<file path="config.mk">
export PLATFORM = sky130hd
export DESIGN_NAME = mul_pipe_stage
export DESIGN_NICKNAME = d
export VERILOG_FILES = /design/src/rtl/mul_pipe_stage.sv
export SDC_FILE = /design/constraint.sdc
export NUM_CORES = 1
export LEC_CHECK = 0
export ABC_CLOCK_PERIOD_IN_PS = 5400
export CAP_MARGIN = 20
export CORE_ASPECT_RATIO = 0.6
export CORE_UTILIZATION = 60
export CTS_CLUSTER_DIAMETER = 200
export DETAILED_ROUTE_END_ITERATION = 6
export GPL_ROUTABILITY_DRIVEN = 1
export PLACE_DENSITY = 0.79
export SYNTH_ARGS = -nofsm -noshare
export SYNTH_HDL_FRONTEND = slang
export SYNTH_SLANG_ARGS = --single-unit
</file>
<file path="constraint.sdc">
create_clock -name clk -period 5.4 [get_ports clk]
set_input_delay 1.08 -clock clk [delete_from_list [all_inputs] [get_ports clk]]
set_output_delay 1.08 -clock clk [all_outputs]
set_load 0.05 [all_outputs]
</file>
<file path="src/rtl/mul_pipe_stage.sv">
// Pipelined signed fixed-point multiplier with round-half-up,
// optional saturation and a sticky overflow flag.
module mul_pipe_stage #(
  parameter int WIDTH     = 16,
  parameter int FRAC_BITS = 8,
  parameter int STAGES    = 3,
  parameter int SATURATE  = 1
) (
  input  logic             clk,
  input  logic             rst,
  input  logic             srcReady,
  output logic             readyForInput,
  input  logic [WIDTH-1:0] in_A,
  input  logic [WIDTH-1:0] in_B,
  output logic             outputReady,
  input  logic             destReady,
  output logic [WIDTH-1:0] multiplicationResult,
  output logic             overflow,
  input  logic             clrOverflow
);

  localparam int PW = 2 * WIDTH + 1;
  localparam int L  = STAGES - 1;

  localparam logic signed [PW-1:0] HALF =
    PW'(64'sd1 <<< (FRAC_BITS - 1));
  localparam logic signed [PW-1:0] MAXV =
    PW'((64'sd1 <<< (WIDTH - 1)) - 64'sd1);
  localparam logic signed [PW-1:0] MINV =
    PW'(-(64'sd1 <<< (WIDTH - 1)));

  logic signed [2*WIDTH-1:0] prod;
  logic signed [PW-1:0]      rnd;
  logic signed [PW-1:0]      shf;
  logic [WIDTH-1:0]          res;
  logic                      oor;
  logic                      en;
  logic                      last_ovf;

  logic [STAGES-1:0] vld;
  logic [STAGES-1:0] nvld;
  logic [WIDTH-1:0]  dat  [STAGES];
  logic [WIDTH-1:0]  ndat [STAGES];

  // global stall: the whole pipe moves only when the tail can drain
  assign en            = !vld[L] || destReady;
  assign readyForInput = en;
  assign outputReady   = vld[L];
  assign multiplicationResult = dat[L];

  // full product, round half up, rescale, then clamp or wrap
  always_comb begin
    prod = $signed(in_A) * $signed(in_B);
    rnd  = {prod[2*WIDTH-1], prod} + HALF;
    shf  = rnd >>> FRAC_BITS;
    oor  = (shf > MAXV) || (shf < MINV);
    res  = shf[WIDTH-1:0];
    if (SATURATE != 0) begin
      if (shf > MAXV) res = MAXV[WIDTH-1:0];
      else if (shf < MINV) res = MINV[WIDTH-1:0];
    end
  end

  // next-state view of every stage: head takes the new result
  always_comb begin
    nvld    = '0;
    nvld[0] = srcReady;
    for (int i = 0; i < STAGES; i++) ndat[i] = '0;
    ndat[0] = res;
    for (int i = 1; i < STAGES; i++) begin
      nvld[i] = vld[i-1];
      ndat[i] = dat[i-1];
    end
  end

  // stage registers: shift on enable, hold on stall
  always_ff @(posedge clk or negedge rst) begin
    if (!rst) begin
      vld <= '0;
      for (int i = 0; i < STAGES; i++) dat[i] <= '0;
    end else if (en) begin
      vld <= nvld;
      for (int i = 0; i < STAGES; i++) dat[i] <= ndat[i];
    end
  end

  // range flag travels beside the data up to the last stage
  if (STAGES > 1) begin : g_ovf
    logic [STAGES-2:0] ovf;
    // out-of-range bits for stages ahead of the tail
    always_ff @(posedge clk or negedge rst) begin
      if (!rst) begin
        ovf <= '0;
      end else if (en) begin
        for (int i = STAGES - 2; i > 0; i--) ovf[i] <= ovf[i-1];
        ovf[0] <= oor;
      end
    end
    assign last_ovf = ovf[STAGES-2];
  end else begin : g_no_ovf
    assign last_ovf = oor;
  end

  // sticky flag: a new event beats a simultaneous clear
  always_ff @(posedge clk or negedge rst) begin
    if (!rst) begin
      overflow <= 1'b0;
    end else if (en && nvld[L] && last_ovf) begin
      overflow <= 1'b1;
    end else if (clrOverflow) begin
      overflow <= 1'b0;
    end
  end

endmodule

</file>
==> results.yml, run 1 <==
status:
  status: "complete, but fails checks"
  violations: "negative setup slack"
synthesis:
  ys.warnings.count: 0
  synth.area.top_cells: "fa_1, dfrtp_1, inv_1"
  yosys-top-cells-count: "inv_1, fa_1, nand2_1"
  synth-edff-count: 0
  synth_top_family_by_area: "adder cells"
  syn_area_per_cell_um2: 8.97
  synthArstFlopShare_pct: 100
  netlist.area_leader.share_pct: 43.7
  synth_mux_area_share_pct: 0.0921
  synth_nets: 1745
  yosysSeqAreaShare_pct: 11.0
  ys_seq_elements: 54
  synthCells: 1363
  synth_most_common_cell: "inv_1"
  synth-xor-area-share_pct: 2.22
  ys_types: 49
  synth-simple-area-share_pct: 17.0
  synth_top_flop_cell: "dfrtp_1"
  synth_compound_area_share_pct: 5.53
  synth_top_area_cell: "fa_1"
  syn_area_um2: 12200
  synth_adder_area_share_pct: 51.7
die:
  ios: 56
  core-area_um2: 20000
  placement_rows: 40
  die_area_um2: 21000
  die_y_um: 113
  initial_utilization_pct: 61.3
  fp.dieW_um: 186
critical_path:
  cpPeakStageDelay_ns: 0.66
  cp-start-kind: "input pin"
  crit_family: "adder cells"
  crit_required_ns: 5.56
  r2r_slack_ns: 2.70
  worstPathArrival_ns: 7.87
  cpMaxStageDelayCell: "fa_2"
  crit_top_cell: "fa_1"
  crit_chain: "buf_6 -> buf_6 -> and2_4 -> fa_2 -> fa_1 -> fa_1 -> fa_1 -> fa_1 -> inv_2 -> fa_1 -> inv_2 -> ha_4 -> and2_4 -> a221o_1 -> a221oi_2 -> o31ai_2 -> a221oi_2 -> xor2_1 -> o2111ai_2 -> or4b_4 -> o32ai_4 -> buf_6 -> o22ai_2"
  crit_path_max_fanout: 8
  crit_type: "input pin to register"
  cp-end-kind: "register"
  crit_buf_inv: 5
place:
  io_buffers: 55
  globalplace.congestion: 0.911
  hpwl_um: 24300
worst_hold_path:
  hold_class: "register to register"
sta:
  hold_viol: 0
  setup_viol_count_final: 17
  drv_slew: 0
  final.period_utilization_pct: 143
  setup_tns_ns: -38.35
  clock_skew_ns: 0.00255
  fmax_ghz: 0.130
  fin_crit_ns: 7.71
  rsz0062_at_grt: "true"
  worstMarginPinSlew_ns: 0.659
  setup_ws_ns: -2.31
  maxSlewHeadroom_pct: 56.1
clock_network:
  cts_buffer_depth: 2
  numCtsBuffers: 5
  insertion_delay_ns: 0.29
  cts_root_buf: "clkbuf_16"
  cts_max_level: 2
  cts_tree: "done"
  clkSinkCount: 54
  clkTransAtPathRegs_ns: 0.07
grt:
  grt_start_max_net_pins: 68
  antenna_found_initial: 0
  grt_util_all_layers_pct: 33.4
  first_global_vias: 11300
  grt_first_pass_wirelength_um: 55100
  globalRouteOverflowTotal: 0
layout:
  drive_above_1_share_pct: 28.8
  nets: 1981
  area_growth_pct: 28.3
  insertedDiodeCount: 0
detailed_routing:
  routed_wl_um: 38200
  detail-route-antenna-nets: 0
  wl_per_cell_um: 20.4
  drcViolationCount: 0
  drt_iter0_markers: 992
  drt-pass1-iter-count: 6
  viasPerCell: 5.74
  vias: 10700
run:
  drv_cap: 0
-- cell families after synthesis --
| logic type | count (synthesis) |
|---|---|
| mux | 1 |
| xor+xnor | 31 |
| fa+ha+maj | 345 |
| compound gates | 103 |
| simple gates | 444 |
| buf+inv | 385 |
| flops | 54 |
-- worst register-to-register path, stage by stage (launching register included) --
cell and delay (ns):
dfrtp_1 0.38, nor2b_2 0.20, inv_2 0.06, buf_4 0.51
o2111ai_2 0.26, or4b_4 0.53, o32ai_4 0.32, buf_6 0.22
o22ai_2 0.10
-- final timing paths --
kind / start / end / depth (start not counted)
max: in_B[3] / dat[38] / 23
min: vld[0] / vld[0] / 2
max reg2reg: vld[2] / dat[38] / 8
min reg2reg: vld[0] / vld[0] / 2
max in group asynchronous: rst / multiplicationResult[14] / 2
min in group asynchronous: rst / multiplicationResult[3] / 2
-- layout by cell type, fill, tap and decap left out, types with 4 or more instances in the layout --
master	count
a21oi_2	9
o21ai_0	21
nand2_2	7
clkbuf_2	6
inv_2	33
nand3_1	5
nor2_1	36
fa_1	238
and3_1	5
ha_1	61
ha_4	17
buf_12	7
a31oi_1	5
and2_1	92
nand2b_1	5
and2_4	30
clkdlybuf4s50_1	23
dfrtp_1	54
inv_1	284
nand2_1	231
o22ai_2	14
a21oi_1	15
clkbuf_16	5
buf_2	10
a21o_1	6
buf_4	192
xor2_1	7
buf_6	47
nand4_1	6
nor2_4	4
xnor2_1	22
fa_2	29
-- what timing repair did --
item / in CTS / in global routing
cloned: 6 / 0
endpoints found under the setup margin: 17 / 17
hold buffers: 0 / 0
gates resized for setup: 213 / 127
pin swaps: 78 / 108
setup buffers: 45 / 17
-- flip-flops by register name (all words and copies together), names as in the netlist --
signal / count
g_ovf.ovf: 2
overflow: 1
multiplicationResult: 16
dat: 32
vld: 3
-- layout make-up --
| cell class | count | area, um2 |
|---|---|---|
| sequential | 54 | 1350 |
| inverter | 320 | 1210 |
| clock buffer | 5 | 125 |
| timing repair buffer | 294 | 2540 |
| clock inverter | 2 | 15.0 |
| fill | 1088 | 4270 |
| multi-input combinational | 924 | 10100 |
| tap | 273 | 342 |
-- metal layers --
layer	share of wire [%]	global-route usage (%)	vias to the layer above	wire length (um)
met3	10	7.41	224	3820
met4	5.7	10.7	0	2190
met1	36	42.9	5347	13900
met5	0	0	-	0
met2	48	56.7	704	18300
li1	-	-	4473	-
-- metrics by stage --
| stage | setup slack [ns] | util [%] | hold WS, ns | instances | instance area (um2) |
|---|---|---|---|---|---|
| 3_5_place_dp | -2.74 | 72.2 | 0.455 | 1804 | 14400 |
| 6_report | -2.31 | 78.6 | 0.466 | 1872 | 15700 |
| 5_1_grt | -2.43 | 78.6 | 0.490 | 1872 | 15700 |
| 2_1_floorplan | -1.89 | - | 0.439 | 1363 | 12500 |
| 4_1_cts | -2.09 | 76.9 | 0.470 | 1862 | 15400 |
| 3_3_place_gp | -2.55 | 72.2 | 0.449 | 1804 | 14400 |
Power of run 1 is left out: the tool's default activity adds up to more than one toggle a clock period on the data nets, which glitch-free logic cannot reach.
==> inputs of run 2 (changes only) <==
--- a/config.mk
+++ b/config.mk
@@ -6,13 +6,13 @@
 export NUM_CORES = 1
 export LEC_CHECK = 0
 export ABC_CLOCK_PERIOD_IN_PS = 5400
-export CAP_MARGIN = 20
 export CORE_ASPECT_RATIO = 0.6
-export CORE_UTILIZATION = 60
+export CORE_UTILIZATION = 50
 export CTS_CLUSTER_DIAMETER = 200
 export DETAILED_ROUTE_END_ITERATION = 6
 export GPL_ROUTABILITY_DRIVEN = 1
-export PLACE_DENSITY = 0.79
+export PLACE_DENSITY = 0.68
+export SETUP_SLACK_MARGIN = 0.1
 export SYNTH_ARGS = -nofsm -noshare
 export SYNTH_HDL_FRONTEND = slang
 export SYNTH_SLANG_ARGS = --single-unit
==> run 2 against run 1 <==
Against the previous run:
- the flow still finishes with violations (negative setup slack)
- design area increased by 0.81%
- non-clock buffer count grew 13
- global-route usage fell by 5.9 points
- cell count up 3.0%
- worst hold slack barely moved
- maximum frequency rose by 2.9%
- register-to-register slack worse by 0.08 ns
- setup slack better by 0.22 ns
- via count down 8.5%
- core utilization fell by 11 points
- die area is 20% higher
- wire length is 17% lower
==> results.yml, run 2 (synthesis results as in run 1) <==
status:
  status: "complete, but fails checks"
  violations: "negative setup slack"
clock_network:
  cts_max_level: 2
  cts_root_buf: "clkbuf_16"
  cts_buffer_depth: 2
  cts_tree: "done"
  clkTransAtPathRegs_ns: 0.07
  numCtsBuffers: 5
  insertion_delay_ns: 0.29
  clkSinkCount: 54
die:
  die_area_um2: 25100
  fp.dieW_um: 204
  die_y_um: 123
  core-area_um2: 23600
  ios: 56
  placement_rows: 43
  initial_utilization_pct: 51.9
place:
  io_buffers: 55
  dpl_cell_area_um2: 14500
  hpwl_um: 24200
  dp_slack_ns: -2.64
  globalplace.congestion: 0.930
critical_path:
  cpPeakStageDelay_ns: 0.57
  r2r_slack_ns: 2.62
  cpMaxStageDelayCell: "fa_1"
  cp-start-kind: "input pin"
  crit_type: "input pin to register"
  worstPathArrival_ns: 7.66
  crit_path_max_fanout: 8
  crit_start: "in_A[13]"
  crit_required_ns: 5.56
  crit_top_cell: "fa_1"
  r2r_start: "vld[2]"
  cp-end-kind: "register"
layout:
  fillers: 1800
  insertedDiodeCount: 0
  mostFrequentLayoutCell: "inv_1"
  drive_above_1_share_pct: 26.3
  area_growth_pct: 29.4
  design_area_um2: 15800
  final_cell_mix: "inv_1, fa_1, nand2_1"
  largest_register_ffs: 32
  nets: 1994
  top_register: "dat"
sta:
  drv_slew: 0
  maxSlewHeadroom_pct: 55.8
  clock_skew_ns: 0.00367
  final.period_utilization_pct: 139
  rsz0062_at_grt: "true"
  setup_viol_count_final: 17
  setup_ws_ns: -2.09
  worstMarginPinSlew_ns: 0.663
  fmax_ghz: 0.133
  fin_crit_ns: 7.49
  hold_viol: 0
detailed_routing:
  detail-route-antenna-nets: 0
  drt_iter0_markers: 585
  drcViolationCount: 0
  routed_wl_um: 31700
  wl_per_cell_um: 16.5
  vias: 9831
  viasPerCell: 5.10
  drt-pass1-iter-count: 5
worst_hold_path:
  hp-start: "multiplicationResult[8]"
  hold_class: "register to register"
grt:
  grt_start_max_net_pins: 68
  antenna_found_initial: 0
  globalRouteOverflowTotal: 0
  first_global_vias: 10800
  grt_util_all_layers_pct: 27.4
  grt_first_pass_wirelength_um: 53300
run:
  drv_cap: 0
==> run 2: changes by cell type in the layout (fill, tap and decap cells not counted), moves of 4 or more <==
cell       before  now
buf_2          10   16
buf_12          7   12
and2_4         30   21
o22ai_2        14    6
and2_1         92  101
bufbuf_16       0    4
buf_6          47   40
inv_1         284  294
clkbuf_2        6    2
o22ai_1         1    8
inv_2          33   25
a21oi_1        15   20
buf_4         192  198
==> run 2: stage by stage <==
stage               util [%]  hold WS (ns)  instances  setup TNS (ns)
CTS                     66.6         0.469       1925          -34.02
detailed placement      61.6         0.455       1847          -44.25
global placement        61.6         0.449       1847          -42.03
finish                  67.2         0.466       1928          -34.72
global route            67.2         0.494       1928          -38.25
floorplan                  -         0.439       1363          -30.87
==> run 2: layout make-up <==
cell class              count  area [um2]  area share [%]
clock inverters             1        5.00          0.0316
well taps                 315         394            2.49
multi-input cells         924        9940            62.8
inverters                 320        1200            7.61
clock buffers               7         143           0.901
flip-flops and latches     54        1350            8.54
repair buffers            307        2790            17.6
==> run 2: timing repair <==
| action | CTS | global route |
|---|---|---|
| setup buffers | 59 | 4 |
| hold buffers | 0 | 0 |
| gates cloned | 11 | 0 |
| pin swaps | 60 | 28 |
| setup endpoints to repair | 17 | 17 |
| gates resized for setup | 234 | 41 |
==> run 2: final timing paths <==
check,end,depth (start not counted)
worst max-delay path,dat[44],25
worst min-delay path,multiplicationResult[8],2
worst max register to register,dat[44],9
worst min register to register,multiplicationResult[8],2
max in group asynchronous,multiplicationResult[14],2
min in group asynchronous,multiplicationResult[4],2
==> run 2: worst max-delay path: cells and delay by family <==
kind                       cells  cell delay [ns]
AOI/OAI and AO/OA              6             1.25
adders and majority gates      7             3.27
buffers and inverters          9             1.22
and+or+nand+nor                3             0.83
==> run 2: per-layer routing <==
metal	global-route usage (%)	vias up	part of all wire [%]
li1	-	4517	-
met1	38.2	4949	44
met2	44.7	307	46
met3	5.64	58	7.8
met4	5.55	0	1.9
met5	0	-	0
Power of run 2 is left out for the same reason.
==> inputs of run 3 (changes only) <==
--- a/config.mk
+++ b/config.mk
@@ -5,7 +5,6 @@
 export SDC_FILE = /design/constraint.sdc
 export NUM_CORES = 1
 export LEC_CHECK = 0
-export ABC_CLOCK_PERIOD_IN_PS = 5400
 export CORE_ASPECT_RATIO = 0.6
 export CORE_UTILIZATION = 50
 export CTS_CLUSTER_DIAMETER = 200
==> results of run 3 <==
Final layout, timing and power as in run 2 (identical DEF).
Power of run 3 is left out for the same reason.
